<file path="config.mk">
export PLATFORM = sky130hd
export DESIGN_NAME = rx_pattern_gen_flat
export DESIGN_NICKNAME = d
export VERILOG_FILES = /design/src/rtl/rx_pattern_gen_if.sv /design/src/rtl/rx_pattern_gen.sv /design/src/flat_wrapper.sv
export SDC_FILE = /design/constraint.sdc
export NUM_CORES = 1
export LEC_CHECK = 0
export BUFFER_PORTS_ARGS = -buffer_cell sky130_fd_sc_hd__buf_2
export CORE_ASPECT_RATIO = 0.8
export CORE_UTILIZATION = 40
export CTS_CLUSTER_SIZE = 40
export DETAILED_ROUTE_END_ITERATION = 12
export GPL_ROUTABILITY_DRIVEN = 0
export HOLD_SLACK_MARGIN = 0.12
export REMOVE_ABC_BUFFERS = 1
export SLEW_MARGIN = 20
export SYNTH_ARGS = -nofsm -noshare
export SYNTH_HDL_FRONTEND = slang
export SYNTH_SLANG_ARGS = --single-unit
</file>
<file path="constraint.sdc">
create_clock -name clock -period 3.15 [get_ports clock]
set_clock_uncertainty 0.05 [all_clocks]
set_input_delay 0.1575 -clock clock [delete_from_list [all_inputs] [get_ports clock]]
set_output_delay 0.1575 -clock clock [all_outputs]
set_load 0.05 [all_outputs]
</file>
<file path="src/rtl/rx_pattern_gen_if.sv">
// Receive-path sample and settings-bus bundle between rx_chain, the pattern gate and rx_buffer.
// Combinational wiring only; no backpressure, samples are qualified by strobes alone.
interface rx_pattern_gen_if #(
  parameter int NCHAN = 2,
  parameter int WIDTH = 16
);
  logic                     enable;
  logic                     strobe_in;
  logic [NCHAN*WIDTH-1:0]   data_in;
  logic [6:0]               serial_addr;
  logic [31:0]              serial_data;
  logic                     serial_strobe;
  logic [NCHAN*WIDTH-1:0]   data_out;
  logic                     strobe_out;
  logic                     burst_done;

  modport master (
    output enable, strobe_in, data_in, serial_addr, serial_data, serial_strobe,
    input  data_out, strobe_out, burst_done
  );

  modport slave (
    input  enable, strobe_in, data_in, serial_addr, serial_data, serial_strobe,
    output data_out, strobe_out, burst_done
  );
endinterface

</file>
<file path="src/rtl/rx_pattern_gen.sv">
// Receive test-pattern source/gate: passthrough, counter, per-channel PRBS15 or constant, with burst limit.
// One-cycle latency from strobe_in; no backpressure, strobes beyond the burst limit are dropped.
module rx_pattern_gen #(
  parameter int         NCHAN     = 2,
  parameter int         WIDTH     = 16,
  parameter logic [6:0] BASE_ADDR = 7'd40
) (
  input  logic                clock,
  input  logic                reset_n,
  rx_pattern_gen_if.slave     bus
);
  localparam int DW = NCHAN * WIDTH;
  localparam int PW = (WIDTH < 15) ? WIDTH : 15;

  typedef enum logic [1:0] {
    MODE_PASS  = 2'd0,
    MODE_CNT   = 2'd1,
    MODE_PRBS  = 2'd2,
    MODE_CONST = 2'd3
  } mode_e;

  mode_e             mode_q, mode_d;
  logic [15:0]       burst_q, burst_d;
  logic [WIDTH-1:0]  const_q, const_d;
  logic [WIDTH-1:0]  cnt_q, cnt_d;
  logic [14:0]       lfsr_q [NCHAN];
  logic [14:0]       lfsr_d [NCHAN];
  logic [15:0]       bcnt_q, bcnt_d;
  logic              done_q, done_d;
  logic [DW-1:0]     dout_q, dout_d;
  logic              sout_q, sout_d;

  logic              wr_mode, wr_burst, wr_const, wr_any, emit;
  logic [DW-1:0]     sample;
  logic [16:0]       bcnt_inc;

  function automatic logic [WIDTH-1:0] prbs_word(input logic [14:0] s);
    logic [WIDTH-1:0] r;
    r = '0;
    for (int i = 0; i < PW; i++) r[i] = s[i];
    return r;
  endfunction

  assign wr_mode  = bus.serial_strobe && (bus.serial_addr == BASE_ADDR);
  assign wr_burst = bus.serial_strobe && (bus.serial_addr == BASE_ADDR + 7'd1);
  assign wr_const = bus.serial_strobe && (bus.serial_addr == BASE_ADDR + 7'd2);
  assign wr_any   = wr_mode || wr_burst || wr_const;
  assign emit     = bus.enable && bus.strobe_in && !done_q;
  assign bcnt_inc = {1'b0, bcnt_q} + 17'd1;

  // Output word is built only from pre-edge state, so a write never mixes modes in one sample.
  always_comb begin
    sample = '0;
    for (int k = 0; k < NCHAN; k++) begin
      case (mode_q)
        MODE_PASS: sample[k*WIDTH +: WIDTH] = bus.data_in[k*WIDTH +: WIDTH];
        MODE_CNT:  sample[k*WIDTH +: WIDTH] = cnt_q + WIDTH'(k);
        MODE_PRBS: sample[k*WIDTH +: WIDTH] = prbs_word(lfsr_q[k]);
        default:   sample[k*WIDTH +: WIDTH] = const_q + WIDTH'(k);
      endcase
    end
  end

  always_comb begin
    mode_d  = mode_q;
    burst_d = burst_q;
    const_d = const_q;
    cnt_d   = cnt_q;
    lfsr_d  = lfsr_q;
    bcnt_d  = bcnt_q;
    done_d  = done_q;
    sout_d  = emit;
    dout_d  = emit ? sample : dout_q;

    if (wr_mode)  mode_d  = mode_e'(bus.serial_data[1:0]);
    if (wr_burst) burst_d = bus.serial_data[15:0];
    if (wr_const) const_d = bus.serial_data[WIDTH-1:0];

    // Clearing beats advancement: the sample still goes out, but the next one restarts.
    if (!bus.enable || wr_any) begin
      cnt_d  = '0;
      for (int k = 0; k < NCHAN; k++) lfsr_d[k] = 15'(k + 1);
      bcnt_d = '0;
      done_d = 1'b0;
    end else if (emit) begin
      cnt_d = cnt_q + WIDTH'(NCHAN);
      for (int k = 0; k < NCHAN; k++)
        lfsr_d[k] = {lfsr_q[k][13:0], lfsr_q[k][14] ^ lfsr_q[k][13]};
      if (burst_q != 16'd0) begin
        if (bcnt_q != 16'hFFFF) bcnt_d = bcnt_q + 16'd1;
        if (bcnt_inc >= {1'b0, burst_q}) done_d = 1'b1;
      end
    end
  end

  always_ff @(posedge clock or negedge reset_n) begin
    if (!reset_n) begin
      mode_q  <= MODE_PASS;
      burst_q <= '0;
      const_q <= '0;
      cnt_q   <= '0;
      for (int k = 0; k < NCHAN; k++) lfsr_q[k] <= 15'(k + 1);
      bcnt_q  <= '0;
      done_q  <= 1'b0;
      dout_q  <= '0;
      sout_q  <= 1'b0;
    end else begin
      mode_q  <= mode_d;
      burst_q <= burst_d;
      const_q <= const_d;
      cnt_q   <= cnt_d;
      lfsr_q  <= lfsr_d;
      bcnt_q  <= bcnt_d;
      done_q  <= done_d;
      dout_q  <= dout_d;
      sout_q  <= sout_d;
    end
  end

  assign bus.data_out   = dout_q;
  assign bus.strobe_out = sout_q;
  assign bus.burst_done = done_q;
endmodule

</file>
<file path="src/flat_wrapper.sv">
// flat-port wrapper written by rule: the top's interface ports become plain ports
module rx_pattern_gen_flat 
#(
  parameter int         NCHAN     = 2,
  parameter int         WIDTH     = 16,
  parameter logic [6:0] BASE_ADDR = 7'd40
)
  (clock, reset_n, bus_enable, bus_strobe_in, bus_data_in, bus_serial_addr, bus_serial_data, bus_serial_strobe, bus_data_out, bus_strobe_out, bus_burst_done);
  rx_pattern_gen_if #(.NCHAN(NCHAN), .WIDTH(WIDTH)) bus_i ();
  input  logic clock;
  input  logic reset_n;
  input wire logic [$bits(bus_i.enable)-1:0] bus_enable;
  input wire logic [$bits(bus_i.strobe_in)-1:0] bus_strobe_in;
  input wire logic [$bits(bus_i.data_in)-1:0] bus_data_in;
  input wire logic [$bits(bus_i.serial_addr)-1:0] bus_serial_addr;
  input wire logic [$bits(bus_i.serial_data)-1:0] bus_serial_data;
  input wire logic [$bits(bus_i.serial_strobe)-1:0] bus_serial_strobe;
  output wire logic [$bits(bus_i.data_out)-1:0] bus_data_out;
  output wire logic [$bits(bus_i.strobe_out)-1:0] bus_strobe_out;
  output wire logic [$bits(bus_i.burst_done)-1:0] bus_burst_done;
  assign bus_i.enable = bus_enable;
  assign bus_i.strobe_in = bus_strobe_in;
  assign bus_i.data_in = bus_data_in;
  assign bus_i.serial_addr = bus_serial_addr;
  assign bus_i.serial_data = bus_serial_data;
  assign bus_i.serial_strobe = bus_serial_strobe;
  assign bus_data_out = bus_i.data_out;
  assign bus_strobe_out = bus_i.strobe_out;
  assign bus_burst_done = bus_i.burst_done;
  rx_pattern_gen #(.NCHAN(NCHAN), .WIDTH(WIDTH), .BASE_ADDR(BASE_ADDR)) u_core (.clock(clock), .reset_n(reset_n), .bus(bus_i));
endmodule
</file>
# After elaboration in Yosys (flattened, before gate mapping)
# Cells that the tools add are included.
# totals
input_bits	76
register_bits	130
latchBits	0
n_memories	0
output_inout_bits	34
word_cells	56
mem_bits_rw	0
romBits	0
# classes
n_lt_le_gt_ge	1
add_sub_neg	5
n_eq_ne	6
n_shift	0
muxes	14
multipliers	0
div_mod_pow	0
bitwise	2
n_reduce_logical	18
# ops
cell	n
$mux 16	6
$pmux 16 s3	2
$mux 30	2
$add 16x1->16 const B	3
$eq 7x6->1 const B	3
$add 16x1->17 const B	1
$ge 17x16->1	1
$add 16x2->16 const B	1
$ne 16x16->1 const B	1
$reduce_bool 16->1	1
$reduce_bool 2->1	4
$reduce_and 3->1	2
$logic_and 1x1->1	5
$mux 1	4
$logic_or 1x1->1	3
$eq 2x1->1 const B	1
$eq 2x2->1 const B	1
$logic_not 1->1	2
$logic_not 2->1	1
$xor 1x1->1	2

# Logic depth before layout (Yosys ltp)
# Gate-level depths: netlist (run 1).
# logic_depth
word_depth	7
depth_mapped	12
depth_no_buf	11

# Worst setup path after synthesis (run 1)
# No wires, ideal clock.
# synth_path
path_kind	register -> register
from	register u_core.bcnt_q[0]
to	register u_core.done_q (netlist: u_core.bus.burst_done)
synth_period_minus_slack_ns	2.836
path_slack_ns	0.314
required_ns	3.006
setup_time_ns	0.094
arrival_time_ns	2.692
path_buffers	1
stages_incl_launch_ff	13
path_cell_list	dfrtp_1 -> ha_1 -> nand4_2 -> or3_1 -> buf_2 -> nor2_1 -> xor2_1 -> ha_1 -> nand4_1 -> or4_1 -> nand2_1 -> nor3_1 -> a211oi_1
# synth_between
elab_chain_cells	4
# synth_lines
element	line	source
from (decl)	rx_pattern_gen.sv:28	logic [15:0] bcnt_q, bcnt_d;
from (signal assigned)	rx_pattern_gen.sv:113	bcnt_q <= bcnt_d;
$add 16x1->17	rx_pattern_gen.sv:49	assign bcnt_inc = {1'b0, bcnt_q} + 17'd1;
$ge 17x16->1	rx_pattern_gen.sv:91	if (bcnt_inc >= {1'b0, burst_q}) done_d = 1'b1;
$reduce_bool 2->1 (no line)	--	
$reduce_and 3->1 (no line)	--	
to (signal assigned)	rx_pattern_gen.sv:114	done_q <= done_d;
to (decl)	rx_pattern_gen.sv:29	logic done_q, done_d;
# No other way between the ends.
# A chain may end at the register's enable or synchronous reset.

# Worst setup path after layout (run 1)
# Same ends and word-level chain as after synthesis.

==> reports/metrics.csv, run 1 <==
metric,value,unit
status,"finished, final reports clean",
routedWlPerCell,16.6,um
diodes,0,
worstSetupEndpointType,flip-flop,
drt_pass1_iterations,5,
ant_nets,0,
nNetsFinal,958,
cts_buffers,17,
maxSlewHeadroom,42.4,%
die_x,151,um
utilization,51.5,%
hold_viol,0,
routed_via_density,5.43,
vias,5979,
initial_core_util,40.9,%
numPortBuffers,93,
fin_crit,2.96,ns
cts_max_path_buffers,2,
dieHeight,121,um
ys_seq_elements,129,
p_int,3.67,mW
rsz0062_at_grt,no,
p_seq_share,36.7,%
clock-sinks,129,
crit_required,3.36,ns
die-area,18300,um^2
ioPinCount,110,
drc_errors,0,
fmax,0.337,GHz
period_share,94.1,%
worstPathMaxFanout,4,
cp.arrival,3.17,ns
root_buffer,clkbuf_16,
power.share.switching,27.5,%
wl_met2,7.90,mm
placement_rows,43,
wirelength,18.3,mm
p_leak,4.11,nW
wl_met3,876,um
syn_inst,732,
comb_power_share,17.1,%
synthMuxAreaShare,14.1,%
ir_worst_vdd,0.333,mV
synth-seq-area-share,45.4,%
synth_edf_count,0,
post_cts_buffers,0,
drive_above_1_share,23.4,%
yosys_warnings,0,
grt_pass1_wl,30.5,mm
start_kind,flip-flop,
p_per_area,566,nW/um^2
synth-simple-area-share,18.8,%
slew_viol_final,0,
setup_violations,0,
synth_xor_area_share,4.56,%
pwr-share-clk,46.2,%
met1_length,9.41,mm
drtIter0Drc,390,
synth_ff_type,dfrtp_1,
synth-compound-area-share,10.2,%
dp_hpwl,12.5,mm
insertion_delay,0.42,ns
synth-adder-area-share,3.34,%
power_switching,1.39,mW
htreeDepth,4,
area_growth,25.9,%
synth_top_family_by_area,simple AND/OR/NAND/NOR gates,
power,5.06,mW
worstMarginPinSlew,0.863,ns
syn_area_per_cell,9.71,um^2
maxCapViolCount,0,
hold_path_class,in -> reg,
ys_types,54,
crit_type,reg -> reg,
core,17400,um^2
grt_usage,21.8,%
top_layer,met5,
grt_antenna_before_repair,1,
grt_max_degree,73,
cts_tree,built,
async_flop_share,100,%
netlist_area,7110,um^2
grt_pass1_vias,5730,
clk_pin_slew_worst_paths,0.06,ns
grt_remaining_overflow,0,
==> cell type report <==
class                           instances  area (um^2)
Clock inverter                         10          229
Clock buffer                           22          464
Sequential cell                       129         3230
Tap cell                              225          282
Fill cell                            1590         8430
Inverter                               21         78.8
Timing Repair Buffer                  152         1020
Multi-Input combinational cell        542         3640
==> critical path: stages, from the launching register on <==
cell and delay (ns):
dfrtp_1 0.43, ha_2 0.26, nand4_2 0.13, or3_1 0.42
nor2_1 0.14, xor2_1 0.18, ha_1 0.29, a211o_1 0.26
a21oi_1 0.12, o21ai_0 0.09, o311ai_0 0.32, a211oi_1 0.12
==> worst paths after layout <==
kind                       depth (start not counted)                     from  slack, ns                      end
hold / removal                                     4           bus_data_in[4]       0.13   u_core.bus.data_out[4]
max in group asynchronous                          3                  reset_n       1.94   u_core.bus.data_out[0]
hold reg to reg                                    2  u_core.bus.data_out[14]       0.42  u_core.bus.data_out[14]
min in group asynchronous                          2                  reset_n       0.28  u_core.bus.data_out[27]
setup / recovery                                  11         u_core.bcnt_q[0]       0.19    u_core.bus.burst_done
setup reg to reg                                  11         u_core.bcnt_q[0]       0.19    u_core.bus.burst_done
==> cells by family (layout without fill, tap and decap cells) <==
| logic type | count (synthesis) | count (layout) |
|---|---|---|
| compound gates | 122 | 122 |
| xor+xnor | 37 | 37 |
| fa+ha+maj | 19 | 19 |
| buf+inv | 61 | 205 |
| flops | 129 | 129 |
| mux | 79 | 79 |
| simple gates | 285 | 285 |
==> metrics by stage <==
stage          cell area [um^2]  hold WS (ns)  std cells  worst slack [ns]  setup TNS, ns
2_1_floorplan              6940        -0.188        692             -1.56         -87.34
3_3_place_gp               7810         0.225       1025             0.219              0
3_5_place_dp               7810         0.217       1025             0.150              0
4_1_cts                    8940         0.124       1101             0.148              0
5_1_grt                    8950         0.135       1101            0.0237              0
6_report                   8950         0.135       1101             0.187              0
==> state kept, by name, summed over array words and instances (netlist names), 2 cells and up <==
signal               cells
u_core.const_q          16
u_core.mode_q            2
u_core.bus.data_out     32
u_core.lfsr_q           30
u_core.burst_q          16
u_core.cnt_q            15
u_core.bcnt_q           16
==> cells in the mapped netlist, types with 3 or more instances <==
master	number	area share, %
buf_1	8	0.42
and2_1	6	0.53
nor3_1	13	0.92
o31ai_1	5	0.53
or2_2	4	0.35
clkbuf_1	20	1.1
dfrtp_1	127	45
xor2_1	15	1.8
a21oi_1	57	4.0
or3_1	14	1.2
mux2_2	39	6.2
a211o_1	3	0.37
a211oi_1	5	0.53
nand3_1	21	1.5
o21ai_0	24	1.7
or4_1	6	0.63
o211ai_1	6	0.63
o311ai_0	3	0.37
xnor2_1	22	2.7
nand2b_1	3	0.26
nor2_1	34	1.8
a31oi_1	3	0.26
and3_1	9	0.79
buf_2	11	0.77
mux4_2	13	4.1
nand4_1	15	1.3
inv_1	20	1.1
nand2_1	144	7.6
mux2i_1	27	3.8
ha_1	19	3.3
nor4_1	5	0.44
o21a_1	5	0.53
==> cells in the final DEF (no fill, tap or decap), drive strengths merged, types with 6 or more instances in the layout <==
cell type,n
xnor2,22
nand3,23
and3,9
nor3,13
nand4,16
mux2,39
bufinv,7
and2,6
dfrtp,127
ha,19
mux2i,27
mux4,13
or4,6
buf,108
a21oi,57
clkbuf,22
or3,14
inv,21
o21ai,25
xor2,15
nand2,144
nor2,34
dlygate4sd3,44
o211ai,6
nor4,6
==> power groups by stage <==
stage | clock network [mW] | registers, mW | logic, mW
after global placement | 0 | 1.88 | 0.819
after CTS | 2.38 | 1.86 | 0.868
after global routing | 2.46 | 1.87 | 0.944
final | 2.34 | 1.86 | 0.865
after detailed placement | 0 | 1.89 | 0.822
after floorplan | 0 | 2.10 | 0.317
==> per-layer routing <==
layer	global-route usage, %	vias to the layer above
met5	0	-
met3	5.34	10
met2	31.2	144
met4	5.81	2
li1	-	2857
met1	32.7	2966
==> timing repair <==
item	in CTS	in global routing
hold endpoints to repair	110	0
hold buffers	44	0
setup endpoints to repair	0	1
resized for setup	0	2
(Power assumes the default switching activity.)
==> inputs of run 2 (changes only) <==
--- a/config.mk
+++ b/config.mk
@@ -5,6 +5,7 @@
 export SDC_FILE = /design/constraint.sdc
 export NUM_CORES = 1
 export LEC_CHECK = 0
+export ABC_AREA = 1
 export BUFFER_PORTS_ARGS = -buffer_cell sky130_fd_sc_hd__buf_2
 export CORE_ASPECT_RATIO = 0.8
 export CORE_UTILIZATION = 40
@@ -12,7 +13,6 @@
 export DETAILED_ROUTE_END_ITERATION = 12
 export GPL_ROUTABILITY_DRIVEN = 0
 export HOLD_SLACK_MARGIN = 0.12
-export REMOVE_ABC_BUFFERS = 1
 export SLEW_MARGIN = 20
 export SYNTH_ARGS = -nofsm -noshare
 export SYNTH_HDL_FRONTEND = slang
==> reports/metrics.csv, run 2 <==
metric,value,unit
clk_pin_slew_worst_paths,0.06,ns
hold_path_class,in -> reg,
grt_usage,23.8,%
crit_required,3.42,ns
ant_nets,0,
grt_pass1_vias,6089,
layout_common_cells,"nand2_1 (193), dfrtp_1 (127), inv_1 (115)",
synth_edf_count,0,
synth_top_area_share,44.8,%
worstMarginPinSlew,1.04,ns
async_flop_share,100,%
synthTopCellsByCount,"nand2_1 (193), dfrtp_1 (127), inv_1 (117)",
fmax,0.359,GHz
synth_xor_area_share,2.34,%
drive_above_1_share,16.4,%
fillers,1640,
start_kind,flip-flop,
synth_ff_type,dfrtp_1,
status,"finished, final reports clean",
power,5.78,mW
insertion_delay,0.43,ns
worstPathMaxFanout,4,
setup_violations,0,
crit_type,reg -> reg,
worstSetupEndpointType,flip-flop,
netlist_area,7100,um^2
wirelength,20.7,mm
drc_errors,0,
die-area,18300,um^2
placement_rows,43,
rsz0062_at_grt,no,
postCtsHoldBufs,50,
root_buffer,clkbuf_16,
area_growth,25.5,%
holdPathEnd,u_core.bus.data_out[19],
dp_hpwl,14.7,mm
cts_tree,built,
vias,6639,
htreeDepth,4,
ys_types,43,
grt_max_degree,70,
core,17300,um^2
clock-sinks,129,
grt_pass1_wl,32.7,mm
syn_inst,893,
synth-seq-area-share,45.5,%
cts_resized,0,
synthMuxAreaShare,0,%
path_buf_inv,3,
nNetsFinal,1128,
grt_antenna_before_repair,0,
startpoint,u_core.bcnt_q[6],
grt_remaining_overflow,0,
r2r_slack,0.36,ns
p_leak,4.19,nW
layout.cells.most_common,nand2_1,
finalSetupTns,0,ns
crit_family,simple AND/OR/NAND/NOR gates,
cts_buffers,17,
p_per_area,648,nW/um^2
maxSlewHeadroom,30.4,%
cp.arrival,3.05,ns
rr_worst_depth,19,
diodes,0,
post_cts_buffers,0,
hold_viol,0,
yosysMostFrequentCell,nand2_1,
r2r_start,u_core.bcnt_q[6],
timing.rr.end,u_core.bus.burst_done,
critical_path.max_stage_delay,0.56,ns
yosys-top-cells-area,"dfrtp_1 (45%), nand2_1 (10%), o21ai_0 (7.3%)",
drt_pass1_iterations,5,
slew_viol_final,0,
min_from,bus_data_in[19],
ys_seq_elements,129,
yosys_warnings,0,
synth-compound-area-share,16.5,%
drtIter0Drc,600,
cts_max_path_buffers,2,
maxCapViolCount,0,
dieHeight,121,um
syn-num-nets,988,
ioPinCount,110,
synth_top_family_by_area,simple AND/OR/NAND/NOR gates,
largest_register_ffs,32,
utilization,51.4,%
crit_top_cell,nand2_1,
initial_core_util,41.0,%
ir_worst_vdd,0.480,mV
fin_crit,2.79,ns
syn_area_per_cell,7.95,um^2
holdPathStages,5,
critical_path.cell_chain,inv_1 -> nor4_1 -> nand4_1 -> xor2_1 -> inv_1 -> ha_1 -> nand2_1 -> inv_1 -> nand2_1 -> nor2_1 -> a21oi_1 -> nand2_1 -> nand2_1 -> nand2_1 -> nand2_1 -> nand2_1 -> nand2_1 -> nand2_1 -> nand2_1,
synth-simple-area-share,23.4,%
cp_slowest_cell,nor4_1,
yosysTopAreaCell,dfrtp_1,
die_x,151,um
period_share,88.4,%
routedWlPerCell,16.3,um
synth-adder-area-share,3.35,%
routed_via_density,5.22,
numPortBuffers,93,
## run 2: cell types whose count changed in the layout (fill, tap and decap cells not counted), moves of 27 or more
cell	before	now
nand3_1	21	55
o21ai_0	24	103
nand2_1	144	193
mux2_2	39	0
inv_1	20	115
mux2i_1	27	0
nor2_1	34	62
## run 2: metrics by stage
stage               area (um^2)  cells  worst slack (ns)  hold slack (ns)
floorplan                  7100    893             0.757           -0.188
global placement           7790   1189             0.427            0.167
detailed placement         7790   1189             0.426            0.161
CTS                        8910   1271             0.404            0.144
global route               8910   1271            0.0873            0.192
finish                     8910   1271             0.365            0.158
## run 2: cell type report
class	instances	area (um^2)	area share (%)
multi-input cells	608	3240	36.4
clock buffers	20	457	5.12
flip-flops and latches	129	3230	36.3
inverters	120	453	5.08
well taps	225	282	3.16
clock inverters	12	159	1.78
repair buffers	157	1090	12.2
## run 2: cells by family after synthesis
logic type,after synthesis
simple gates,369
xor+xnor,19
fa+ha+maj,19
compound gates,201
flops,129
buf+inv,156
## run 2: layer usage
layer / GRT usage [%] / vias up / part of all wire (%)
li1: - / 3240 / -
met4: 6.63 / 0 / 1.5
met5: 0 / - / 0
met2: 32.0 / 243 / 40
met1: 37.6 / 3125 / 52
met3: 4.85 / 31 / 6.8
## run 2: worst max path at each step
stage / to / slack, ns / depth (start not counted)
floorplan: u_core.bus.burst_done / 0.76 / 22
global placement: u_core.bus.burst_done / 0.43 / 19
detailed placement: u_core.bus.burst_done / 0.43 / 19
CTS: u_core.bus.burst_done / 0.40 / 19
global route: u_core.bus.burst_done / 0.09 / 19
finish: u_core.bus.burst_done / 0.36 / 19
## run 2: worst register-to-register path, stage by stage (launching register included)
cell,delay [ns]
dfrtp_1,0.41
inv_1,0.08
nor4_1,0.56
nand4_1,0.22
xor2_1,0.23
inv_1,0.07
ha_1,0.27
nand2_1,0.05
inv_1,0.05
nand2_1,0.06
nor2_1,0.14
a21oi_1,0.08
nand2_1,0.06
nand2_1,0.04
nand2_1,0.05
nand2_1,0.04
nand2_1,0.07
nand2_1,0.05
nand2_1,0.06
nand2_1,0.04
## run 2: report_power, final
| part | total, mW | switching, mW | internal (mW) |
|---|---|---|---|
| combinational | 1.66 | 1.23 | 0.424 |
| sequential | 2.05 | 0.160 | 1.89 |
| clock | 2.07 | 0.778 | 1.29 |
| total | 5.78 | 2.17 | 3.61 |
